$ cat src/rtl/score_pkg.sv
// Shared types and constants for the score-to-BCD sequencer.
package score_pkg;

  localparam int unsigned SCORE_W    = 17;
  localparam int unsigned NUM_DIGITS = 5;
  localparam int unsigned BCD_W      = 4 * NUM_DIGITS;
  localparam int unsigned MAX_SCORE  = 99999;
  localparam int unsigned CNT_W      = 5;

  typedef enum logic [1:0] {IDLE, CONV, HOLD} seq_state_t;

  typedef logic [NUM_DIGITS-1:0][3:0] bcd_digits_t;

  function automatic logic [SCORE_W-1:0] clamp_score(input logic [SCORE_W-1:0] s);
    clamp_score = (s > SCORE_W'(MAX_SCORE)) ? SCORE_W'(MAX_SCORE) : s;
  endfunction

endpackage

$ cat src/rtl/bcd_add3_stage.sv
// Combinational double-dabble correction: every BCD nibble >= 5 gets +3.
module bcd_add3_stage
  import score_pkg::*;
(
  input  logic [BCD_W-1:0] bcd_i,
  output logic [BCD_W-1:0] bcd_o
);

  always_comb begin
    bcd_o = bcd_i;
    for (int k = 0; k < NUM_DIGITS; k++) begin
      if (bcd_i[4*k +: 4] >= 4'd5) begin
        bcd_o[4*k +: 4] = bcd_i[4*k +: 4] + 4'd3;
      end
    end
  end

endmodule

$ cat src/rtl/score_bcd_sequencer.sv
// Frame-synchronised binary-to-BCD score converter with a newest-wins pending slot.
// Optional leading-zero blanking is enabled by defining LEADING_ZERO_BLANK_EN.
module score_bcd_sequencer
  import score_pkg::*;
(
  input  logic                    clk,
  input  logic                    reset,
  input  logic [SCORE_W-1:0]      score_in,
  input  logic                    score_valid,
  input  logic                    frame_start,
  output logic                    ready,
  output logic [4*NUM_DIGITS-1:0] digits_out,
  output logic                    digits_valid,
  output logic                    saturated,
  output logic [NUM_DIGITS-1:0]   digit_blank
);

  seq_state_t              state_q, state_d;
  logic [SCORE_W-1:0]      shift_q, shift_d;
  logic [BCD_W-1:0]        bcd_q, bcd_d, bcd_corr;
  logic [CNT_W-1:0]        cnt_q, cnt_d;
  logic                    clamp_q, clamp_d;
  logic [SCORE_W-1:0]      pend_q, pend_d;
  logic                    pend_valid_q, pend_valid_d;
  logic                    pend_clamp_q, pend_clamp_d;
  logic [BCD_W-1:0]        digits_q, digits_d;
  logic                    valid_q, valid_d;
  logic                    sat_q, sat_d;
  logic [NUM_DIGITS-1:0]   blank_q, blank_d, blank_next;
  logic [SCORE_W-1:0]      in_clamped;
  logic                    in_over;

  assign in_clamped = clamp_score(score_in);
  assign in_over    = score_in > SCORE_W'(MAX_SCORE);

  bcd_add3_stage u_add3 (
    .bcd_i (bcd_q),
    .bcd_o (bcd_corr)
  );

`ifdef LEADING_ZERO_BLANK_EN
  // Blank every digit above the most significant nonzero one; digit 0 always shows.
  always_comb begin
    logic zero_above;
    blank_next = '0;
    zero_above = 1'b1;
    for (int k = NUM_DIGITS - 1; k >= 1; k--) begin
      zero_above    = zero_above & (bcd_q[4*k +: 4] == 4'd0);
      blank_next[k] = zero_above;
    end
  end
`else
  assign blank_next = '0;
`endif

  always_comb begin
    state_d      = state_q;
    shift_d      = shift_q;
    bcd_d        = bcd_q;
    cnt_d        = cnt_q;
    clamp_d      = clamp_q;
    pend_d       = pend_q;
    pend_valid_d = pend_valid_q;
    pend_clamp_d = pend_clamp_q;
    digits_d     = digits_q;
    valid_d      = valid_q;
    sat_d        = sat_q;
    blank_d      = blank_q;

    unique case (state_q)
      IDLE: begin
        if (score_valid) begin
          shift_d = in_clamped;
          clamp_d = in_over;
          bcd_d   = '0;
          cnt_d   = '0;
          state_d = CONV;
        end
      end
      CONV: begin
        {bcd_d, shift_d} = {bcd_corr, shift_q} << 1;
        cnt_d = cnt_q + 1'b1;
        if (cnt_q == CNT_W'(SCORE_W - 1)) begin
          state_d = HOLD;
        end
        if (score_valid) begin
          pend_d       = in_clamped;
          pend_clamp_d = in_over;
          pend_valid_d = 1'b1;
        end
      end
      HOLD: begin
        if (frame_start) begin
          digits_d = bcd_q;
          sat_d    = clamp_q;
          blank_d  = blank_next;
          valid_d  = 1'b1;
          bcd_d    = '0;
          cnt_d    = '0;
          // A live request is newer than anything pending, so it supersedes the slot.
          if (score_valid) begin
            shift_d      = in_clamped;
            clamp_d      = in_over;
            pend_valid_d = 1'b0;
            state_d      = CONV;
          end else if (pend_valid_q) begin
            shift_d      = pend_q;
            clamp_d      = pend_clamp_q;
            pend_valid_d = 1'b0;
            state_d      = CONV;
          end else begin
            state_d = IDLE;
          end
        end else if (score_valid) begin
          pend_d       = in_clamped;
          pend_clamp_d = in_over;
          pend_valid_d = 1'b1;
        end
      end
      default: state_d = IDLE;
    endcase
  end

  always_ff @(posedge clk or posedge reset) begin
    if (reset) begin
      state_q      <= IDLE;
      shift_q      <= '0;
      bcd_q        <= '0;
      cnt_q        <= '0;
      clamp_q      <= 1'b0;
      pend_q       <= '0;
      pend_valid_q <= 1'b0;
      pend_clamp_q <= 1'b0;
      digits_q     <= '0;
      valid_q      <= 1'b0;
      sat_q        <= 1'b0;
      blank_q      <= '0;
    end else begin
      state_q      <= state_d;
      shift_q      <= shift_d;
      bcd_q        <= bcd_d;
      cnt_q        <= cnt_d;
      clamp_q      <= clamp_d;
      pend_q       <= pend_d;
      pend_valid_q <= pend_valid_d;
      pend_clamp_q <= pend_clamp_d;
      digits_q     <= digits_d;
      valid_q      <= valid_d;
      sat_q        <= sat_d;
      blank_q      <= blank_d;
    end
  end

  assign ready        = (state_q == IDLE);
  assign digits_out   = digits_q;
  assign digits_valid = valid_q;
  assign saturated    = sat_q;
  assign digit_blank  = blank_q;

endmodule
$ cat config.mk
export PLATFORM = sky130hd
export DESIGN_NAME = score_bcd_sequencer
export DESIGN_NICKNAME = d
export VERILOG_FILES = /design/src/rtl/score_pkg.sv /design/src/rtl/bcd_add3_stage.sv /design/src/rtl/score_bcd_sequencer.sv
export SDC_FILE = /design/constraint.sdc
export NUM_CORES = 1
export LEC_CHECK = 0
export ABC_CLOCK_PERIOD_IN_PS = 3250
export BUFFER_PORTS_ARGS = -buffer_cell sky130_fd_sc_hd__buf_2
export CAP_MARGIN = 0
export CORE_MARGIN = 1.5
export CORE_UTILIZATION = 50
export CTS_BUF_LIST = sky130_fd_sc_hd__clkbuf_16
export CTS_CLUSTER_SIZE = 28
export DETAILED_ROUTE_END_ITERATION = 7
export GPL_TIMING_DRIVEN = 1
export PLACE_DENSITY = 0.76
export SETUP_SLACK_MARGIN = 0.15
export SYNTH_ARGS = -nofsm -noshare
export SYNTH_HDL_FRONTEND = slang
export SYNTH_SLANG_ARGS = --single-unit
$ cat constraint.sdc
create_clock -name clk -period 3.25 [get_ports clk]
set_clock_uncertainty 0.1 [all_clocks]
set_input_delay 0.1625 -clock clk [delete_from_list [all_inputs] [get_ports clk]]
set_output_delay 0.1625 -clock clk [all_outputs]
set_load 0.02 [all_outputs]
==> qor.txt, run 1 <==
Outcome: finished, final reports clean
Switch share: 37.12%
Mapped Area: 4428 um2
DRT Wirelength: 9682 um
#FFs+latches synth: 86
Design Area, Final: 5134 um2
Row count: 34
CTS Sinks: 86
DRT iter0 DRCs: 143
Sequential fraction of the synthesis area: 48.60%
Width of the chip: 97.11 um
Post-DP HPWL: 6557 um
Die ar.: 9429 um2
Layout area overhead: 15.94%
DR vias/cell: 5.774
Count of cell types in the netlist: 47
Placed Area: 4721 um2
Core ar.: 8636 um2
Worst-margin pin slew: 0.7806 ns
Global-route wire length before repair: 16760 um
Post-Syn Instances: 449
VDD IR max: 395.7 uV
NetSw: 1.499 mW
Comb power frac: 34.4%
CTS Root Buffer Type: clkbuf_16
Tot GR Track Use: 21.79%
Max-slew violation count: 0
Layout cells sized above 1: 19.09%
Synth Warn #: 0
DR pass1 iterations: 5
Clock buffer depth: 2
Critical path's slowest cell: nor2_1
Worst skew pair latency: 0.34 ns
Initial cell density of the core: 51.27%
Leakage Power: 2.318 nW
DRC: 0
Setup TNS: 0 ns
TritonCTS clock tree: built
Clock share of power: 24.3%
Top FF cell, synth: dfrtp_1
Final hold slack: 0.01063 ns
Grt ovf: 0
Final min period: 2.788 ns
Worst slew margin: 47.96%
CP startpoint kind: register
Post-synth EDFFs: 0
CP Max Fanout: 14
Crit-path cells: inv_1 > ha_1 > nor2b_4 > nor2_1 > and2_1 > buf_4 > mux2_2
H-tree level count: 3
# setup viols final: 0
Internal power: 2.539 mW
Pwr/cell area: 786.6 nW/um2
Num CTS Buffers: 9
Top cell type's share of synthesized area: 48.60%
Final Cycle Share: 85.79%
Reg-to-reg slack, setup: 0.46 ns
Max-cap violation count: 0
Antenna viol nets, final: 0
Synth top area cells: dfrtp_1, mux2_2, ha_1, nand2_1, o21ai_0
Largest area contributor in the netlist: dfrtp_1
Top-Level Pins: 49
Final hold vios: 0
Via Count: 3528
Antenna violations before repair: 0
Number of global-route vias before repair: 3555
Setup CP Type: register to register
Reg power frac: 41.3%
Routed length per instance: 15.85 um
CP Data Arrival Time: 2.92 ns
Pin count of the biggest net entering global routing: 44
Worst Path Required: 3.38 ns
Die height: 97.11 um
Pwr Total: 4.038 mW
Async S/R FF share, synth: 100.0%
CP peak stage delay: 0.49 ns
N_diodes: 0
Type of the worst min-delay path: input pin to register
Nets: 536
Post-CTS sizing: 0
Syn_area_per_cell: 9.862 um2
PortBufs: 43
Routability Congestion: 0.8816
Worst Setup End Kind: register
F_max: 0.3587 GHz
Worst-path clk slew: 0.06 ns
Unrepaired setup endpoints after global routing: no
-- repair_timing --
action / in CTS / in global routing
buffers inserted: 0 / 0
endpoints found under the hold margin: 24 / 0
hold buffers: 13 / 0
-- cells in the final DEF (no fill, tap or decap), drive strengths merged, types with 2 or more instances in the layout --
cell type     n
a21oi        30
nand2b       11
or2           2
o21ai        56
clkbuf        9
ha           17
nor2b         8
a22oi         9
a41oi         5
nor2         15
o31ai         2
dlygate4sd3  13
a31oi         7
xnor2         5
clkinv        4
a22o         12
o32ai         7
dfrtp        86
conb          5
nand2        50
or3           2
o22ai         9
nand3         5
buf          52
nor3b         8
and3          5
nor3          4
o22a          7
mux2         23
and2          2
inv          23
-- path summary, 6_finish.rpt --
kind,startpoint,to,cells past startpoint
worst min-delay path,score_in[13],pend_q[13],2
worst min register to register,digits_valid,digits_valid,1
max in group asynchronous,reset,bcd_q[13],4
worst max-delay path,state_q[0],shift_q[13],7
worst max register to register,state_q[0],shift_q[13],7
min in group asynchronous,reset,bcd_q[1],3
-- cell usage after synthesis, drive strengths merged, types with 2 or more instances --
cell,number
nand2b,11
mux2,23
or3,2
a31oi,7
nor3b,8
a21oi,30
ha,17
nor2b,8
and2,2
nor2,15
nand3,5
inv,21
nand2,50
a22oi,9
buf,11
and3,5
clkbuf,20
or2,2
nor3,4
o31ai,2
xnor2,5
a22o,12
o21ai,56
o22a,7
dfrtp,86
o32ai,7
a41oi,5
o22ai,9
-- power by group through the flow --
stage,Clock (mW),Combinational (mW),Sequential [mW]
floorplan,0,0.924,1.74
global placement,0,1.34,1.66
detailed placement,0,1.37,1.68
CTS,0.999,1.39,1.66
global route,1.03,1.55,1.71
finish,0.981,1.39,1.67
-- stage by stage --
| step | utilization [%] | setup slack (ns) | instances |
|---|---|---|---|
| 2_1_floorplan | - | 0.7657 | 453 |
| 3_5_place_dp | 54.67 | 0.4742 | 582 |
| 3_3_place_gp | 54.67 | 0.6336 | 582 |
| 4_1_cts | 59.45 | 0.4908 | 611 |
| 6_report | 59.45 | 0.4620 | 611 |
| 5_1_grt | 59.45 | 0.2753 | 611 |
-- layer usage --
layer	up-vias	wire length, um	share of wire (%)	global-route usage [%]
met5	-	0	0	0
met4	0	184	1.9	7.023
met3	20	417	4.3	4.748
met2	103	4820	50	37.60
met1	1710	4260	44	27.24
li1	1695	-	-	-
-- layout make-up --
class | instances | area [um2]
fillers | 726 | 3502
flip-flops and latches | 86 | 2152
multi-input cells | 315 | 2071
repair buffers | 65 | 412.9
clock buffers | 9 | 225.2
well taps | 108 | 135.1
inverters | 21 | 80.08
clock inverters | 7 | 57.56
-- cell families after synthesis --
group	after synthesis	synth area share, %
DFF	86	48.60
other	1	0.08469
xor gates and xnor gates	6	1.187
adders and majority gates	17	4.804
buffers and inverters	52	4.973
muxes	24	6.075
AOI/OAI and AO/OA	147	20.66
and+or+nand+nor	116	13.62
-- sequential cells by signal (all words and copies together) (netlist names) --
signal and cells:
digits_valid 1, saturated 1, pend_q 17, cnt_q 5
pend_clamp_q 1, state_q 2, pend_valid_q 1, clamp_q 1
digits_out 20, shift_q 17, bcd_q 20
-- worst max-delay path, delay by kind of cell (launching register included) --
| kind | cells | cell delay [ns] |
|---|---|---|
| adders and majority gates | 1 | 0.35 |
| buffers and inverters | 2 | 0.33 |
| and+or+nand+nor | 3 | 1.14 |
| muxes | 1 | 0.34 |
| DFF | 1 | 0.40 |
No activity file was read; power rests on OpenSTA's default activity.
==> run 2, diff against run 1 <==
--- a/config.mk
+++ b/config.mk
@@ -14,6 +14,7 @@
 export CTS_CLUSTER_SIZE = 28
 export DETAILED_ROUTE_END_ITERATION = 7
 export GPL_TIMING_DRIVEN = 1
+export HOLD_SLACK_MARGIN = 0.15
 export PLACE_DENSITY = 0.76
 export SETUP_SLACK_MARGIN = 0.15
 export SYNTH_ARGS = -nofsm -noshare
==> qor.txt, run 2 (synthesis gave the netlist of run 1 again) <==
Outcome: finished, final reports clean
Width of the chip: 97.11 um (unchanged)
H-tree level count: 3 (unchanged)
DR pass1 iterations: 5 (unchanged)
Antenna viol nets, final: 0 (unchanged)
Via Count: 3564 (+1.0%)
# setup viols final: 0 (unchanged)
Pin count of the biggest net entering global routing: 44 (unchanged)
Antenna violations before repair: 0 (unchanged)
Worst Path Required: 3.38 ns (about the same)
CP startpoint kind: register
Unrepaired setup endpoints after global routing: no
Design Area, Final: 5194 um2 (+1.2%)
Worst Setup End Kind: register
Fillers: 718 (-1.1%)
Dpl ws: 0.4742 ns (unchanged)
Worst-margin pin slew: 0.7868 ns (+0.006184 ns)
Row count: 34 (unchanged)
PortBufs: 43 (unchanged)
CTS Sinks: 86 (unchanged)
Max-slew violation count: 0 (unchanged)
Type of the worst min-delay path: input pin to async pin
Final hold slack: 0.1716 ns (+0.1610 ns)
Tot GR Track Use: 22.05% (+0.27 points)
Die ar.: 9429 um2 (unchanged)
Final setup margin: 0.4621 ns (+0.0001520 ns)
Most frequent cells in the layout: dfrtp_1, nand2_1, buf_2, o21ai_0, a21oi_1
Setup CP Type: register to register
Final min period: 2.788 ns (-0.0001520 ns)
Setup TNS: 0 ns (unchanged)
Final core occ: 60.14% (+0.70 points)
Most common cell after layout, fill and taps aside: dfrtp_1
Nets: 542 (+1.1%)
Grt ovf: 0 (unchanged)
Placed cell count: 582 (unchanged)
Core ar.: 8636 um2 (unchanged)
DRT iter0 DRCs: 140 (-2.1%)
Post-DP HPWL: 6557 um (unchanged)
VDD IR max: 396.9 uV (+0.31%)
DR vias/cell: 5.776 (about the same)
Leakage Power: 2.344 nW (+1.1%)
Final hold vios: 0 (unchanged)
Footprint of the multi-input gates: 2071 um2 (unchanged)
Seq. cell area: 2152 um2 (unchanged)
DRC: 0 (unchanged)
Worst skew pair latency: 0.34 ns (about the same)
Top-Level Pins: 49 (unchanged)
Post-CTS setup buffers: 0 (unchanged)
Final non-filler cell total: 617 (+0.98%)
Layout area overhead: 17.29%
CTS Root Buffer Type: clkbuf_16
Worst slew margin: 47.55% (-0.41 points)
Post-CTS sizing: 0 (unchanged)
Num CTS Buffers: 9 (unchanged)
Placed Area: 4721 um2 (unchanged)
Pwr Total: 4.043 mW (+0.12%)
Initial cell density of the core: 51.27% (unchanged)
Layout cells sized above 1: 18.86% (-0.22 points)
Pwr/cell area: 778.5 nW/um2 (-1.0%)
Routability Congestion: 0.8816 (unchanged)
N_diodes: 0 (unchanged)
Routed length per instance: 15.86 um (+0.10%)
Worst-path clk slew: 0.06 ns (about the same)
CP Data Arrival Time: 2.92 ns (about the same)
Global-route wire length before repair: 16970 um (+1.3%)
F_max: 0.3587 GHz (about the same)
Number of global-route vias before repair: 3620 (+1.8%)
Die height: 97.11 um (unchanged)
CP Max Fanout: 14 (unchanged)
DRT Wirelength: 9787 um (+1.1%)
Clock buffer depth: 2 (unchanged)
TritonCTS clock tree: built
Max-cap violation count: 0 (unchanged)
Final Cycle Share: 85.78% (about the same)
run 2: cell count changes in the layout (fill, tap and decap cells not counted):
cell	delta
dlygate4sd3_1	+6
run 2: where the power goes:
group	total (mW)	switching (mW)	internal, mW
Combinational	1.39	0.812	0.582
Sequential	1.67	0.235	1.43
Clock	0.981	0.452	0.529
Total	4.04	1.50	2.54
run 2: critical path: stages (launching register included):
cell and delay, ns:
dfrtp_1 0.40, inv_1 0.09, ha_1 0.35, nor2b_4 0.20, nor2_1 0.48, and2_1 0.46
buf_4 0.24, mux2_2 0.34
run 2: timing repair:
action                                  CTS  global route
endpoints found under the hold margin   113             0
hold buffers                             19             0
endpoints found under the setup margin    0             0
run 2: metal layers:
| metal | global-route usage (%) | wire [um] |
|---|---|---|
| met2 | 38.46 | 4956 |
| met4 | 7.023 | 160 |
| met1 | 27.30 | 4236 |
| met3 | 4.748 | 433 |
| met5 | 0 | 0 |
run 2: area by class of cell:
| type | instances | area share, % |
|---|---|---|
| Sequential cell | 86 | 41.44 |
| Multi-Input combinational cell | 315 | 39.87 |
| Timing Repair Buffer | 71 | 9.106 |
| Clock buffer | 9 | 4.336 |
| Tap cell | 108 | 2.602 |
| Inverter | 21 | 1.542 |
| Clock inverter | 7 | 1.108 |
run 2: path summary, 6_finish.rpt:
check	start	to	slack, ns	cells after the start
hold / removal	reset	bcd_q[1]	0.17	3
hold reg to reg	digits_valid	digits_valid	0.37	1
setup reg to reg	state_q[0]	shift_q[13]	0.46	7
setup / recovery	state_q[0]	shift_q[13]	0.46	7
min in group clk	score_valid	pend_valid_q	0.24	3
max in group asynchronous	reset	shift_q[4]	2.06	4
==> run 3, diff against run 2 <==
--- a/config.mk
+++ b/config.mk
@@ -5,6 +5,7 @@
 export SDC_FILE = /design/constraint.sdc
 export NUM_CORES = 1
 export LEC_CHECK = 0
+export ABC_AREA = 1
 export ABC_CLOCK_PERIOD_IN_PS = 3250
 export BUFFER_PORTS_ARGS = -buffer_cell sky130_fd_sc_hd__buf_2
 export CAP_MARGIN = 0
==> qor.txt, run 3 <==
Worst skew pair latency: 0.33 ns (about the same)
Outcome: finished, final reports clean
DRT Wirelength: 9951 um (+1.7%)
Routed length per instance: 13.13 um (-17%)
Most common cell after layout, fill and taps aside: nand2_1
Initial cell density of the core: 51.09% (-0.19 points)
Number of global-route vias before repair: 3991 (+10%)
Count of cell types in the netlist: 31 (-34%)
Post-CTS setup buffers: 0 (unchanged)
Unrepaired setup endpoints after global routing: no
Via Count: 3977 (+12%)
F_max: 0.4467 GHz (+25%)
#FFs+latches synth: 86 (unchanged)
Most common library cells after synthesis: nand2_1, dfrtp_1, inv_1, o21ai_0, nand3_1
Top FF cell, synth: dfrtp_1
Routability Congestion: 0.8786 (-0.34%)
Worst-path clk slew: 0.07 ns (about the same)
Sequential fraction of the synthesis area: 46.25% (-2.4 points)
Leakage Power: 2.696 nW (+15%)
H-tree level count: 3 (unchanged)
CP Data Arrival Time: 2.39 ns (-0.53 ns)
Die ar.: 9894 um2 (+4.9%)
Tot GR Track Use: 21.84% (-0.22 points)
Reg-to-reg slack, setup: 1.01 ns (+0.55 ns)
DR pass1 iterations: 4 (-1)
Nets: 681 (+26%)
Synth Warn #: 0 (unchanged)
CTS Sinks: 86 (unchanged)
Synth top area cells: dfrtp_1, nand2_1, o21ai_0, nand3_1, inv_1
Setup CP Type: register to register
Clock share of power: 24.6% (+0.3 points)
Post-CTS sizing: 0 (unchanged)
Pwr/cell area: 778.5 nW/um2 (about the same)
Post-Syn Instances: 592 (+32%)
Post-DP HPWL: 6803 um (+3.8%)
PortBufs: 43 (unchanged)
TritonCTS clock tree: built
Internal power: 2.517 mW (-1.1%)
Syn_area_per_cell: 7.860 um2 (-20%)
Top-Level Pins: 49 (unchanged)
Cell with the most instances after synthesis: nand2_1
CP startpoint kind: register
NetSw: 1.662 mW (+11%)
Die height: 99.47 um (+2.4%)
Setup TNS: 0 ns (unchanged)
Max-slew violation count: 0 (unchanged)
Post-synth EDFFs: 0 (unchanged)
Final non-filler cell total: 758 (+23%)
DR vias/cell: 5.247 (-9.2%)
Final hold vios: 0 (unchanged)
Async S/R FF share, synth: 100.0% (unchanged)
Layout area overhead: 15.35%
Type of the worst min-delay path: input pin to async pin
Worst Setup End Kind: register
VDD IR max: 450.0 uV (+13%)
N_diodes: 0 (unchanged)
DRT iter0 DRCs: 141 (+0.71%)
Largest area contributor in the netlist: dfrtp_1
Placed cell count: 725 (+25%)
CP Max Fanout: 34 (+20)
Worst slew margin: 33.94% (-14 points)
Clock buffer depth: 2 (unchanged)
Post-CTS Hold Fix Bufs: 18 (-1)
Top cell type's share of synthesized area: 46.25% (-2.4 points)
Antenna violations before repair: 0 (unchanged)
Grt ovf: 0 (unchanged)
CTS Root Buffer Type: clkbuf_16
Mapped Area: 4653 um2 (+5.1%)
Reg power frac: 36.7% (-4.6 points)
Layout cells sized above 1: 13.29% (-5.6 points)
Width of the chip: 99.47 um (+2.4%)
Num CTS Buffers: 9 (unchanged)
Row count: 35 (+2.9%)
Most frequent cells in the layout: nand2_1, dfrtp_1, inv_1, o21ai_0, nand3_1
Core ar.: 9109 um2 (+5.5%)
Global-route wire length before repair: 17400 um (+2.5%)
Worst-margin pin slew: 0.9886 ns (+0.2018 ns)
Comb power frac: 38.7% (+4.2 points)
# setup viols final: 0 (unchanged)
DRC: 0 (unchanged)
Antenna viol nets, final: 0 (unchanged)
Max-cap violation count: 0 (unchanged)
Final min period: 2.238 ns (-0.5494 ns)
Worst Path Required: 3.40 ns (+0.02 ns)
Switch share: 39.77% (+2.7 points)
Final Cycle Share: 68.88% (-17 points)
Pin count of the biggest net entering global routing: 44 (unchanged)
-- run 3: worst paths after layout --
kind / startpoint / endpoint / cells past startpoint
worst max-delay path: state_q[0] / bcd_q[3] / 9
worst min-delay path: reset / pend_q[6] / 3
worst max register to register: state_q[0] / bcd_q[3] / 9
worst min register to register: digits_valid / digits_valid / 2
max in group asynchronous: reset / pend_valid_q / 4
min in group clk: frame_start / digits_valid / 4
-- run 3: layer usage --
| layer | wire, um | vias up | GRT usage (%) |
|---|---|---|---|
| met1 | 4551 | 1852 | 25.94 |
| met3 | 278 | 15 | 4.427 |
| li1 | - | 2033 | - |
| met5 | 0 | - | 0 |
| met2 | 4954 | 77 | 38.72 |
| met4 | 167 | 0 | 8.776 |
-- run 3: area by class of cell --
| type | instances | area (um2) |
|---|---|---|
| Fill cell | 804 | 3741 |
| Sequential cell | 86 | 2152 |
| Multi-Input combinational cell | 404 | 2062 |
| Timing Repair Buffer | 65 | 425.4 |
| Inverter | 77 | 295.3 |
| Clock buffer | 9 | 225.2 |
| Tap cell | 111 | 138.9 |
| Clock inverter | 6 | 68.82 |
-- run 3: metrics by stage --
step           utilization [%]  power [mW]  setup slack, ns  hold WS, ns  cell area (um2)
6_report                 58.93       4.179            1.012       0.2662             5368
5_1_grt                  58.93       4.517           0.7682       0.3106             5368
4_1_cts                  58.93       4.220            1.012       0.2675             5368
3_5_place_dp             53.72       3.154            1.057      0.08718             4893
3_3_place_gp             53.72       3.088            1.112      0.07836             4893
2_1_floorplan                -       2.816           0.7657       0.2812             4668
-- run 3: cells by family after synthesis --
kind of cell | count (synthesis) | share of synthesized area (%)
mux | 3 | 0.6722
fa+ha+maj | 17 | 4.571
xor+xnor | 1 | 0.1883
compound gates | 122 | 13.42
buf+inv | 106 | 9.761
flops | 86 | 46.25
other cells | 1 | 0.08059
simple gates | 256 | 25.06
-- run 3: power by group through the flow --
| stage | Combinational [mW] | Sequential (mW) | Clock, mW |
|---|---|---|---|
| global route | 1.86 | 1.56 | 1.10 |
| finish | 1.62 | 1.53 | 1.03 |
| floorplan | 1.29 | 1.53 | 0 |
| CTS | 1.63 | 1.53 | 1.06 |
| detailed placement | 1.61 | 1.55 | 0 |
| global placement | 1.55 | 1.54 | 0 |
-- run 3: worst max-delay path, stage by stage (launching register included) --
cell     delay, ns
dfrtp_1       0.40
inv_1         0.09
ha_1          0.30
nand2_2       0.13
nand2_4       0.08
nor2_8        0.38
nand2_4       0.22
inv_1         0.24
nand3_1       0.11
o21ai_0       0.09
